==> src/rtl/cr_compressor.sv <==
// RV32I -> RV32C compressor for CR-format ops (c.jr/c.jalr/c.mv/c.add), packing a
// mixed 16/32-bit stream into 32-bit words. Optional: CR_COMMUTE_EN (commuted c.add).
module cr_compressor (
  input  logic        iCLK,
  input  logic        iRST_N,
  input  logic        iVALID,
  input  logic [31:0] iINSTR,
  input  logic        iFLUSH,
  output logic        oREADY,
  output logic        oVALID,
  output logic [31:0] oWORD,
  input  logic        iREADY,
  output logic [7:0]  oPC,
  output logic [15:0] oCNT_C,
  output logic        oIDLE
);

  typedef enum logic {S_EMPTY = 1'b0, S_HALF = 1'b1} state_e;

  state_e      state_q, state_d;
  logic [15:0] pend_q, pend_d;
  logic        vld_q, vld_d;
  logic [31:0] word_q, word_d;
  logic [7:0]  pc_q, pc_d;
  logic [15:0] cnt_q, cnt_d;

  logic [6:0]  opc;
  logic [4:0]  rd, rs1, rs2;
  logic [2:0]  f3;
  logic [6:0]  f7;
  logic        is32, comp, is16;
  logic [15:0] half;
  logic        accept, flush_go;

  assign opc = iINSTR[6:0];
  assign rd  = iINSTR[11:7];
  assign f3  = iINSTR[14:12];
  assign rs1 = iINSTR[19:15];
  assign rs2 = iINSTR[24:20];
  assign f7  = iINSTR[31:25];
  assign is32 = (iINSTR[1:0] == 2'b11);

  always_comb begin
    comp = 1'b0;
    half = iINSTR[15:0];
    if (is32) begin
      if (opc == 7'b1100111 && f3 == 3'b000 && iINSTR[31:20] == 12'd0 && rs1 != 5'd0) begin
        if (rd == 5'd0) begin
          comp = 1'b1;
          half = {4'b1000, rs1, 5'd0, 2'b10};
        end else if (rd == 5'd1) begin
          comp = 1'b1;
          half = {4'b1001, rs1, 5'd0, 2'b10};
        end
      end else if (opc == 7'b0110011 && f3 == 3'b000 && f7 == 7'd0 &&
                   rd != 5'd0 && rs2 != 5'd0) begin
        if (rs1 == 5'd0) begin
          comp = 1'b1;
          half = {4'b1000, rd, rs2, 2'b10};
        end else if (rs1 == rd) begin
          comp = 1'b1;
          half = {4'b1001, rd, rs2, 2'b10};
        end
`ifdef CR_COMMUTE_EN
        else if (rs2 == rd) begin
          // add is commutative: rd = rs1 + rd fits c.add with rs1 as the source
          comp = 1'b1;
          half = {4'b1001, rd, rs1, 2'b10};
        end
`endif
      end
    end
  end

  assign is16     = !is32 || comp;
  assign oREADY   = !vld_q || iREADY;
  assign accept   = iVALID && oREADY;
  assign flush_go = iFLUSH && !iVALID && oREADY && (state_q == S_HALF);

  always_comb begin
    state_d = state_q;
    pend_d  = pend_q;
    word_d  = word_q;
    pc_d    = pc_q;
    cnt_d   = cnt_q;
    // a completed transfer with nothing new drops valid; otherwise hold
    vld_d   = vld_q && !iREADY;
    if (accept) begin
      pc_d = pc_q + (is16 ? 8'd2 : 8'd4);
      if (comp) cnt_d = cnt_q + 16'd1;
      case (state_q)
        S_EMPTY: begin
          if (is16) begin
            state_d = S_HALF;
            pend_d  = half;
          end else begin
            vld_d  = 1'b1;
            word_d = iINSTR;
          end
        end
        S_HALF: begin
          vld_d = 1'b1;
          if (is16) begin
            word_d  = {half, pend_q};
            state_d = S_EMPTY;
          end else begin
            word_d = {iINSTR[15:0], pend_q};
            pend_d = iINSTR[31:16];
          end
        end
        default: state_d = S_EMPTY;
      endcase
    end else if (flush_go) begin
      vld_d   = 1'b1;
      word_d  = {16'h0001, pend_q};
      state_d = S_EMPTY;
    end
  end

  always_ff @(posedge iCLK or negedge iRST_N) begin
    if (!iRST_N) begin
      state_q <= S_EMPTY;
      pend_q  <= 16'd0;
      vld_q   <= 1'b0;
      word_q  <= 32'd0;
      pc_q    <= 8'd0;
      cnt_q   <= 16'd0;
    end else begin
      state_q <= state_d;
      pend_q  <= pend_d;
      vld_q   <= vld_d;
      word_q  <= word_d;
      pc_q    <= pc_d;
      cnt_q   <= cnt_d;
    end
  end

  assign oVALID = vld_q;
  assign oWORD  = word_q;
  assign oPC    = pc_q;
  assign oCNT_C = cnt_q;
  assign oIDLE  = (state_q == S_EMPTY) && !vld_q;

endmodule

==> config.mk <==
export PLATFORM = sky130hd
export DESIGN_NAME = cr_compressor
export DESIGN_NICKNAME = d
export VERILOG_FILES = /design/src/rtl/cr_compressor.sv
export SDC_FILE = /design/constraint.sdc
export NUM_CORES = 1
export LEC_CHECK = 0
export ABC_AREA = 1
export ABC_CLOCK_PERIOD_IN_PS = 2200
export BUFFER_PORTS_ARGS = -buffer_cell sky130_fd_sc_hd__buf_4
export CELL_PAD_IN_SITES_DETAIL_PLACEMENT = 0
export CELL_PAD_IN_SITES_GLOBAL_PLACEMENT = 1
export CORE_UTILIZATION = 34
export DETAILED_ROUTE_END_ITERATION = 16
export HOLD_SLACK_MARGIN = 0.15
export PLACE_DENSITY = 0.84
export SYNTH_ARGS = -nofsm -noshare
export SYNTH_HDL_FRONTEND = slang
export SYNTH_SLANG_ARGS = --single-unit
==> constraint.sdc <==
create_clock -name iCLK -period 2.2 [get_ports iCLK]
set_input_delay 0.33 -clock iCLK [delete_from_list [all_inputs] [get_ports iCLK]]
set_output_delay 0.33 -clock iCLK [all_outputs]
set_load 0.02 [all_outputs]
== Word level (Yosys, flattened, before mapping) ==
Index checks and enable logic that the tools add are counted.

* Bits in registers: 74
* Input bits: 37
* Logic and storage cells: 80

* Add/sub/neg operators: 2
* Eq/ne operators: 8
* Mux-type cells: 32
* Bitwise logic cells: 1
* Reductions and logical operators: 31

{| class="wikitable"
|+ Operators by type and width
! kind !! number
|-
| 2-to-1 mux 16 bit || 9
|-
| 2-to-1 mux 32 bit || 4
|-
| case mux 32 bit (2 select lines) || 1
|-
| case mux 16 bit (2 select lines) || 1
|-
| adder 16 x 1 -> 16 bit (second input constant) || 1
|-
| nonzero test 5 bit || 3
|-
| 2-to-1 mux 1 bit || 14
|-
| logical AND 1 bit || 13
|-
| logical NOT 12 bit || 1
|-
| logical NOT 5 bit || 2
|-
| adder 8 x 3 -> 8 bit || 1
|-
| equality test 7 x 6 -> 1 bit (second input constant) || 1
|-
| equality test 7 bit (second input constant) || 1
|-
| logical NOT 7 bit || 1
|-
| equality test 5 x 1 -> 1 bit (second input constant) || 1
|-
| equality test 5 bit || 1
|-
| logical NOT 1 bit || 4
|-
| != test 2 bit (second input constant) || 2
|-
| case mux 1 bit (2 select lines) || 2
|-
| AND reduction 2 bit || 2
|-
| logical NOT 3 bit || 1
|-
| 2-to-1 mux 3 bit || 1
|-
| != test 3 bit (second input constant) || 1
|-
| AND reduction 3 bit || 1
|-
| 4 further kinds || 5
|}

== Longest topological paths before layout ==
Gate-level depths: netlist (run 1).

* Depth after elaboration: 12
* Depth in mapped cells: 18
* Mapped depth without buffers: 18

== Least setup slack after synthesis (run 1) ==
OpenSTA, ideal clock, no wires.

* Kind: input to register
* Start point: input port iINSTR[29]
* End point: register pc_q[3], in the netlist oPC[3]
* Arrival: 1.747 ns
* Setup slack: 0.341 ns
* Stages: 15
* Path buffers: 0
* Path through: nor2_1 -> nand3_1 -> nor2_2 -> nand4_4 -> nand3_4 -> nand2_1 -> nand2_1 -> inv_1 -> ha_1 -> inv_1 -> nand2_1 -> nand2_1 -> nand2_1 -> nand2_1 -> inv_1

* Word-level cells in the longest chain between the ends: 10
* Elaborated cells on any way between the ends: 13
* Classes of those cells: 1 x add/sub; 4 x mux; 8 x reduce/logical

{| class="wikitable"
|+ RTL lines
! item !! line !! text
|-
| start, declared || 7 || <nowiki>input logic [31:0] iINSTR,</nowiki>
|-
| logical NOT 7 bit || 55 || <nowiki>end else if (opc == 7'b0110011 && f3 == 3'b000 && f7 == 7'd0 &&</nowiki>
|-
| logical AND 1 bit (2 in a row) || 55 ||
|-
| logical AND 1 bit || 56 || <nowiki>rd != 5'd0 && rs2 != 5'd0) begin</nowiki>
|-
| 2-to-1 mux 1 bit || 55 ||
|-
| 2-to-1 mux 1 bit (*) || 47 || <nowiki>if (opc == 7'b1100111 && f3 == 3'b000 && iINSTR[31:20] == 12'd0 && rs1 != 5'd0) begin</nowiki>
|-
| 2-to-1 mux 1 bit (*) || 46 || <nowiki>if (is32) begin</nowiki>
|-
| logical OR 1 bit (*) || 75 || <nowiki>assign is16 = !is32 || comp;</nowiki>
|-
| 2-to-1 mux 3 bit (*) || 89 || <nowiki>pc_d = pc_q + (is16 ? 8'd2 : 8'd4);</nowiki>
|-
| adder 8 x 3 -> 8 bit (*) || 89 ||
|-
| end signal, assigned || 133 || <nowiki>pc_q <= pc_d;</nowiki>
|-
| end, declared || 24 || <nowiki>logic [7:0] pc_q, pc_d;</nowiki>
|}

Mark *: on every way between the ends. The rest lies on a longest branch, timed or not.
A chain may end at the register's enable or synchronous reset.

== Worst setup path in the final report (run 1) ==
* Start point: input port iINSTR[30]
* End point: register pc_q[3], in the netlist oPC[3]

The elaborated chain is that of the path after synthesis.

==> results.cfg, run 1 <==
[finish]
final_nets = 777
drive_gt1_share_pct = 22.5
area_growth_syn_to_layout_pct = 30.4
design_area_um2 = 5770
antennaDiodeCount = 0

[timing]
grt_setup_unrepaired = false
slew_violations = 0
fmax_mhz = 539
slew_headroom_pct = 67.1
worst_slew_pin_slew_ns = 0.488
setup_violations = 0
fin_tns_setup_ns = 0
post-route-period-util_pct = 84.3
clock-skew-final_ns = 0.00522
period_minus_slack_ns = 1.85
finalHoldViolCount = 0

[route]
drt_iter0_markers = 322
totalWireLength_um = 13600
drc = 0
dr.pass1.iters = 5
avgViaCountPerCell = 4.74
antenna_left = 0
dr_total_vias = 4340
post_drt_wl_per_cell_um = 14.9

[pwr]
seqPwrFrac_pct = 34.8
clkPwrFrac_pct = 25.3
leakage_nw = 3.01
power.switching_w = 0.00230
power_frac_comb_pct = 39.9
ir_drop_uv = 428
intPower_w = 0.00371
p_sw_share_pct = 38.3
p_per_area_nw_per_um2 = 1040

[status]
status = finished clean

[flow_run]
max_cap_viol_count = 0

[global_routing]
grt_max_degree = 40
grt_usage_pct = 21.2
grt_pass1_vias = 4069
grt_remaining_overflow = 0
grt_pass1_wl_um = 21700
antenna_found_initial = 0

[placement]
port_buffers = 94
hpwl_um = 10600
place_area_um2 = 5450
gp_congestion = 0.933

[synthesis]
synth_top_area_share_pct = 41.3
synth_area_um2 = 4430
ys_ff_latch = 73
yosys.area.top_type = dfrtp_1
synth_edf_count = 0
seq_area_frac_synth_pct = 41.3
syn_nets = 665
postSynthCellCount = 626
yosysWarnings = 0
netlist_top_cells_area = dfrtp_1, nand2_1, o21ai_0
synth.top_cells.by_count = nand2_1, dfrtp_1, inv_1, o21ai_0, nor2_1
async_reset_ff_share_pct = 100
yosysMostFrequentCell = nand2_1
avgSynthCellArea_um2 = 7.07
synthFlopType = dfrtp_1
synth_cell_types = 39

[floorplanning]
die_h_um = 116
core_area_um2 = 12700
ios = 96
start_util_pct = 34.9
die-area_um2 = 13500
die_w_um = 116
rows = 41

[clock_tree]
root_buffer = clkbuf_16
path_clk_slew_ns = 0.06
clk_latency_ns = 0.33
cts_tree = yes
cts_made_buffers = 9
clkSinkCount = 73
clockBufferDepth = 2
h-tree-depth = 3

[worst_setup_path]
endpoint_kind = flop
crit_arrival_ns = 2.08
crit_path_start_kind = primary input
required_ns = 2.43
path_class = primary input to flop
crit_fanout = 7

[min_path]
hold_class = primary input to flop
final timing paths:
path / startpoint / end / slack (ns) / cells past startpoint
worst min register to register: pend_q[15] / pend_q[15] / 0.48 / 2
min in group asynchronous: iRST_N / pend_q[7] / 0.50 / 2
worst max-delay path: iINSTR[30] / oPC[3] / 0.35 / 18
max in group asynchronous: iRST_N / pend_q[9] / 1.12 / 3
worst min-delay path: iINSTR[29] / pend_q[13] / 0.30 / 3
worst max register to register: oVALID / oWORD[12] / 0.37 / 8
logic make-up after synthesis:
| logic type | Yosys count | synth area share, % |
|---|---|---|
| compound gates | 75 | 9.78 |
| xor+xnor | 17 | 3.36 |
| fa+ha+maj | 2 | 0.565 |
| buf+inv | 88 | 8.28 |
| flops | 73 | 41.3 |
| mux | 4 | 0.905 |
| other cells | 1 | 0.0847 |
| simple gates | 366 | 35.8 |
cells in the final DEF, fill, tap and decap left out, types with 4 or more instances in the layout:
master,count
nand2_1,233
buf_4,117
dfrtp_1,73
inv_1,61
o21ai_0,55
nor2_1,49
nand3_1,47
xnor2_1,9
nand4_1,9
clkbuf_16,9
xor2_1,8
inv_2,7
o21ai_2,7
nor2_2,6
nor3_1,6
a21oi_1,5
mux2i_1,4
critical path, cell delays in order:
cell	delay, ns
buf_4	0.13
nor2_1	0.19
inv_1	0.06
nor2_1	0.14
nand3_1	0.14
nor2_4	0.13
o21ai_4	0.10
nand3_4	0.12
nand2_1	0.06
nand2_1	0.05
inv_1	0.04
ha_1	0.18
inv_1	0.05
nand2_1	0.11
nand2_1	0.10
nand2_1	0.05
nand2_1	0.05
inv_1	0.04
flip-flops by register name, summed over array words and instances (netlist names):
name	count
state_q	1
pend_q	16
oVALID	1
oPC	7
oWORD	32
oCNT_C	16
layout make-up:
| type | instances | area, um2 |
|---|---|---|
| fill | 1350 | 6900 |
| sequential | 73 | 1830 |
| timing repair buffer | 120 | 928 |
| inverter | 69 | 259 |
| clock buffer | 14 | 274 |
| multi-input combinational | 465 | 2230 |
| tap | 172 | 215 |
| clock inverter | 2 | 35.0 |
what timing repair did:
action,CTS,global route
endpoints found under the hold margin,34,0
buffers inserted,0,0
hold buffers,1,0
resized for setup,0,0
endpoints found under the setup margin,0,0
per-stage QoR:
step / setup WS, ns / hold slack [ns] / cells / power, W / utilization [%]
2_1_floorplan: 0.341 / 0.0344 / 626 / 0.00350 / -
3_3_place_gp: 0.00651 / 0.321 / 898 / 0.00449 / 43.0
6_report: 0.345 / 0.303 / 915 / 0.00602 / 45.6
4_1_cts: 0.365 / 0.294 / 915 / 0.00608 / 45.6
5_1_grt: 0.136 / 0.316 / 915 / 0.00643 / 45.6
3_5_place_dp: 0.0314 / 0.322 / 898 / 0.00453 / 43.0
power by group through the flow:
stage          clock network, W  logic, W  registers, W
3_5_place_dp                  0   0.00242       0.00211
6_report                0.00152   0.00240       0.00209
3_3_place_gp                  0   0.00239       0.00209
4_1_cts                 0.00156   0.00243       0.00209
5_1_grt                 0.00161   0.00267       0.00216
2_1_floorplan                 0   0.00105       0.00245
per-layer routing:
layer	GRT usage [%]	wire length, um	vias to the layer above
li1	-	-	2204
met1	30.0	6680	2030
met2	34.0	6240	98
met3	3.68	585	8
met4	4.62	111	0
met5	0	0	-
No activity file was read; power rests on OpenSTA's default activity.
==> run 2: changes to the inputs <==
ABC_CLOCK_PERIOD_IN_PS = 1900   (was 2200)
clock period = 1.9 ns   (was 2.2 ns; I/O delays follow)
==> run 2 against run 1 <==
  * Clock power is 8% higher
  * Register-to-register slack worse by 0.16 ns
  * Flip-flop and latch count stayed put
  * Routed wire length is 4.0% higher
  * Cell count is 6.7% higher
  * Clock skew is 0.0016 ns higher
  * Largest cell class unchanged
  * Highest routed layer unchanged
==> results.cfg, run 2 (same netlist as run 1, synthesis figures left out) <==
[status]
status = finished clean

[worst_setup_path]
crit_path_start_kind = flop
r2r_setup_slack_ns = 0.21
crit_arrival_ns = 1.90
required_ns = 2.11
reg2reg_depth = 9
crit_fanout = 33
path_class = flop to flop
r2r-start = oVALID
endpoint_kind = flop
r2r-end = oWORD[12]

[flow_run]
max_cap_viol_count = 0

[route]
dr.pass1.iters = 5
avgViaCountPerCell = 4.66
wl_met2_um = 6400
totalWireLength_um = 14200
dr_total_vias = 4550
highest_layer = met4
wl_met1_um = 6940
drc = 0
wl_met3_um = 625
antenna_left = 0
post_drt_wl_per_cell_um = 14.5
drt_iter0_markers = 225

[finish]
final_common_cell = nand2_1
fillCellCount = 1293
final_nets = 838
final_cell_mix = nand2_1, buf_4, dfrtp_1, inv_1, o21ai_0
drive_gt1_share_pct = 29.0
largest_register_ff_count = 32
area_growth_syn_to_layout_pct = 42.1
antennaDiodeCount = 0

[timing]
fmax_mhz = 590
setup_violations = 0
slew_violations = 0
fin_tns_setup_ns = 0
period_minus_slack_ns = 1.69
hold_slack_ns = 0.264
finalHoldViolCount = 0
clock-skew-final_ns = 0.00682
worst_slew_pin_slew_ns = 0.520
post-route-period-util_pct = 89.1
slew_headroom_pct = 65.3
grt_setup_unrepaired = false

[pwr]
seqPwrFrac_pct = 34.8
power.switching_w = 0.00275
power.total_w = 0.00700
p_per_area_nw_per_um2 = 1110
p_sw_share_pct = 39.3
leakage_nw = 3.32
ir_drop_uv = 456
clkPwrFrac_pct = 23.4
power_frac_comb_pct = 41.8
intPower_w = 0.00425

[placement]
gp_congestion = 0.864
port_buffers = 94
hpwl_um = 11300

[floorplanning]
rows = 41
die_h_um = 116
start_util_pct = 34.9
ios = 96
core_area_um2 = 12700
die_w_um = 116
die-area_um2 = 13500

[global_routing]
grt_max_degree = 38
grt_usage_pct = 22.5
antenna_found_initial = 0
grt_pass1_vias = 4324
grt_pass1_wl_um = 22900
grt_remaining_overflow = 0

[min_path]
whs_endpoint = pend_q[7]
holdCritStartpoint = iINSTR[23]
hold_class = primary input to flop
whs_path_depth = 5

[clock_tree]
h-tree-depth = 3
cts_tree = yes
cts_setup_buffers = 0
clkSinkCount = 73
root_buffer = clkbuf_16
clk_latency_ns = 0.34
path_clk_slew_ns = 0.06
clockBufferDepth = 2
cts_made_buffers = 9
==> run 2: worst max path at each step <==
stage	startpoint	end
floorplan	iINSTR[29]	oPC[3]
global placement	iINSTR[26]	oPC[3]
detailed placement	iINSTR[29]	oPC[3]
CTS	iINSTR[29]	oPC[3]
global route	iINSTR[26]	oCNT_C[9]
finish	oVALID	oWORD[12]
==> run 2: worst max-delay path, stage by stage (launching register included) <==
cell and delay [ns]:
dfrtp_1 0.39, inv_1 0.06, nor2_1 0.05, nor2_1 0.12, inv_1 0.13, nor2_2 0.23, buf_12 0.22, nand2_1 0.06
o21ai_1 0.17, o21ai_0 0.13
==> run 2: layout make-up <==
cell class                      count  area, um2  share of cell area [%]
Inverter                           69        259                    4.12
Clock buffer                       10        239                    3.80
Tap cell                          172        215                    3.42
Timing Repair Buffer              181       1460                    23.2
Multi-Input combinational cell    465       2240                    35.6
Sequential cell                    73       1830                    29.0
Clock inverter                      6       50.0                   0.795
==> run 2: per-stage QoR <==
stage / cells / setup WS, ns / util [%] / instance area [um2]
2_1_floorplan: 626 / 0.0856 / - / 4430
3_5_place_dp: 959 / -0.226 / 47.2 / 5990
5_1_grt: 976 / 0.00525 / 49.7 / 6290
6_report: 976 / 0.207 / 49.7 / 6290
3_3_place_gp: 959 / -0.167 / 47.2 / 5990
4_1_cts: 976 / 0.116 / 49.6 / 6280
==> run 2: power groups by stage <==
stage | registers, W | clock network, W | logic [W]
after floorplan | 0.00284 | 0 | 0.00121
final | 0.00244 | 0.00164 | 0.00292
after CTS | 0.00244 | 0.00167 | 0.00295
after detailed placement | 0.00246 | 0 | 0.00294
after global routing | 0.00251 | 0.00174 | 0.00325
after global placement | 0.00244 | 0 | 0.00290
==> run 2: timing repair <==
item,in CTS,in global routing
gates resized for setup,0,4
hold endpoints to repair,36,0
hold buffers,1,0
setup endpoints to repair,0,13
==> run 2: routing by layer <==
layer  vias to the layer above  track usage (%)
li1                       2330                -
met1                      2099             32.1
met2                       106             34.3
met3                        15             4.31
met4                         0             6.92
met5                         -                0
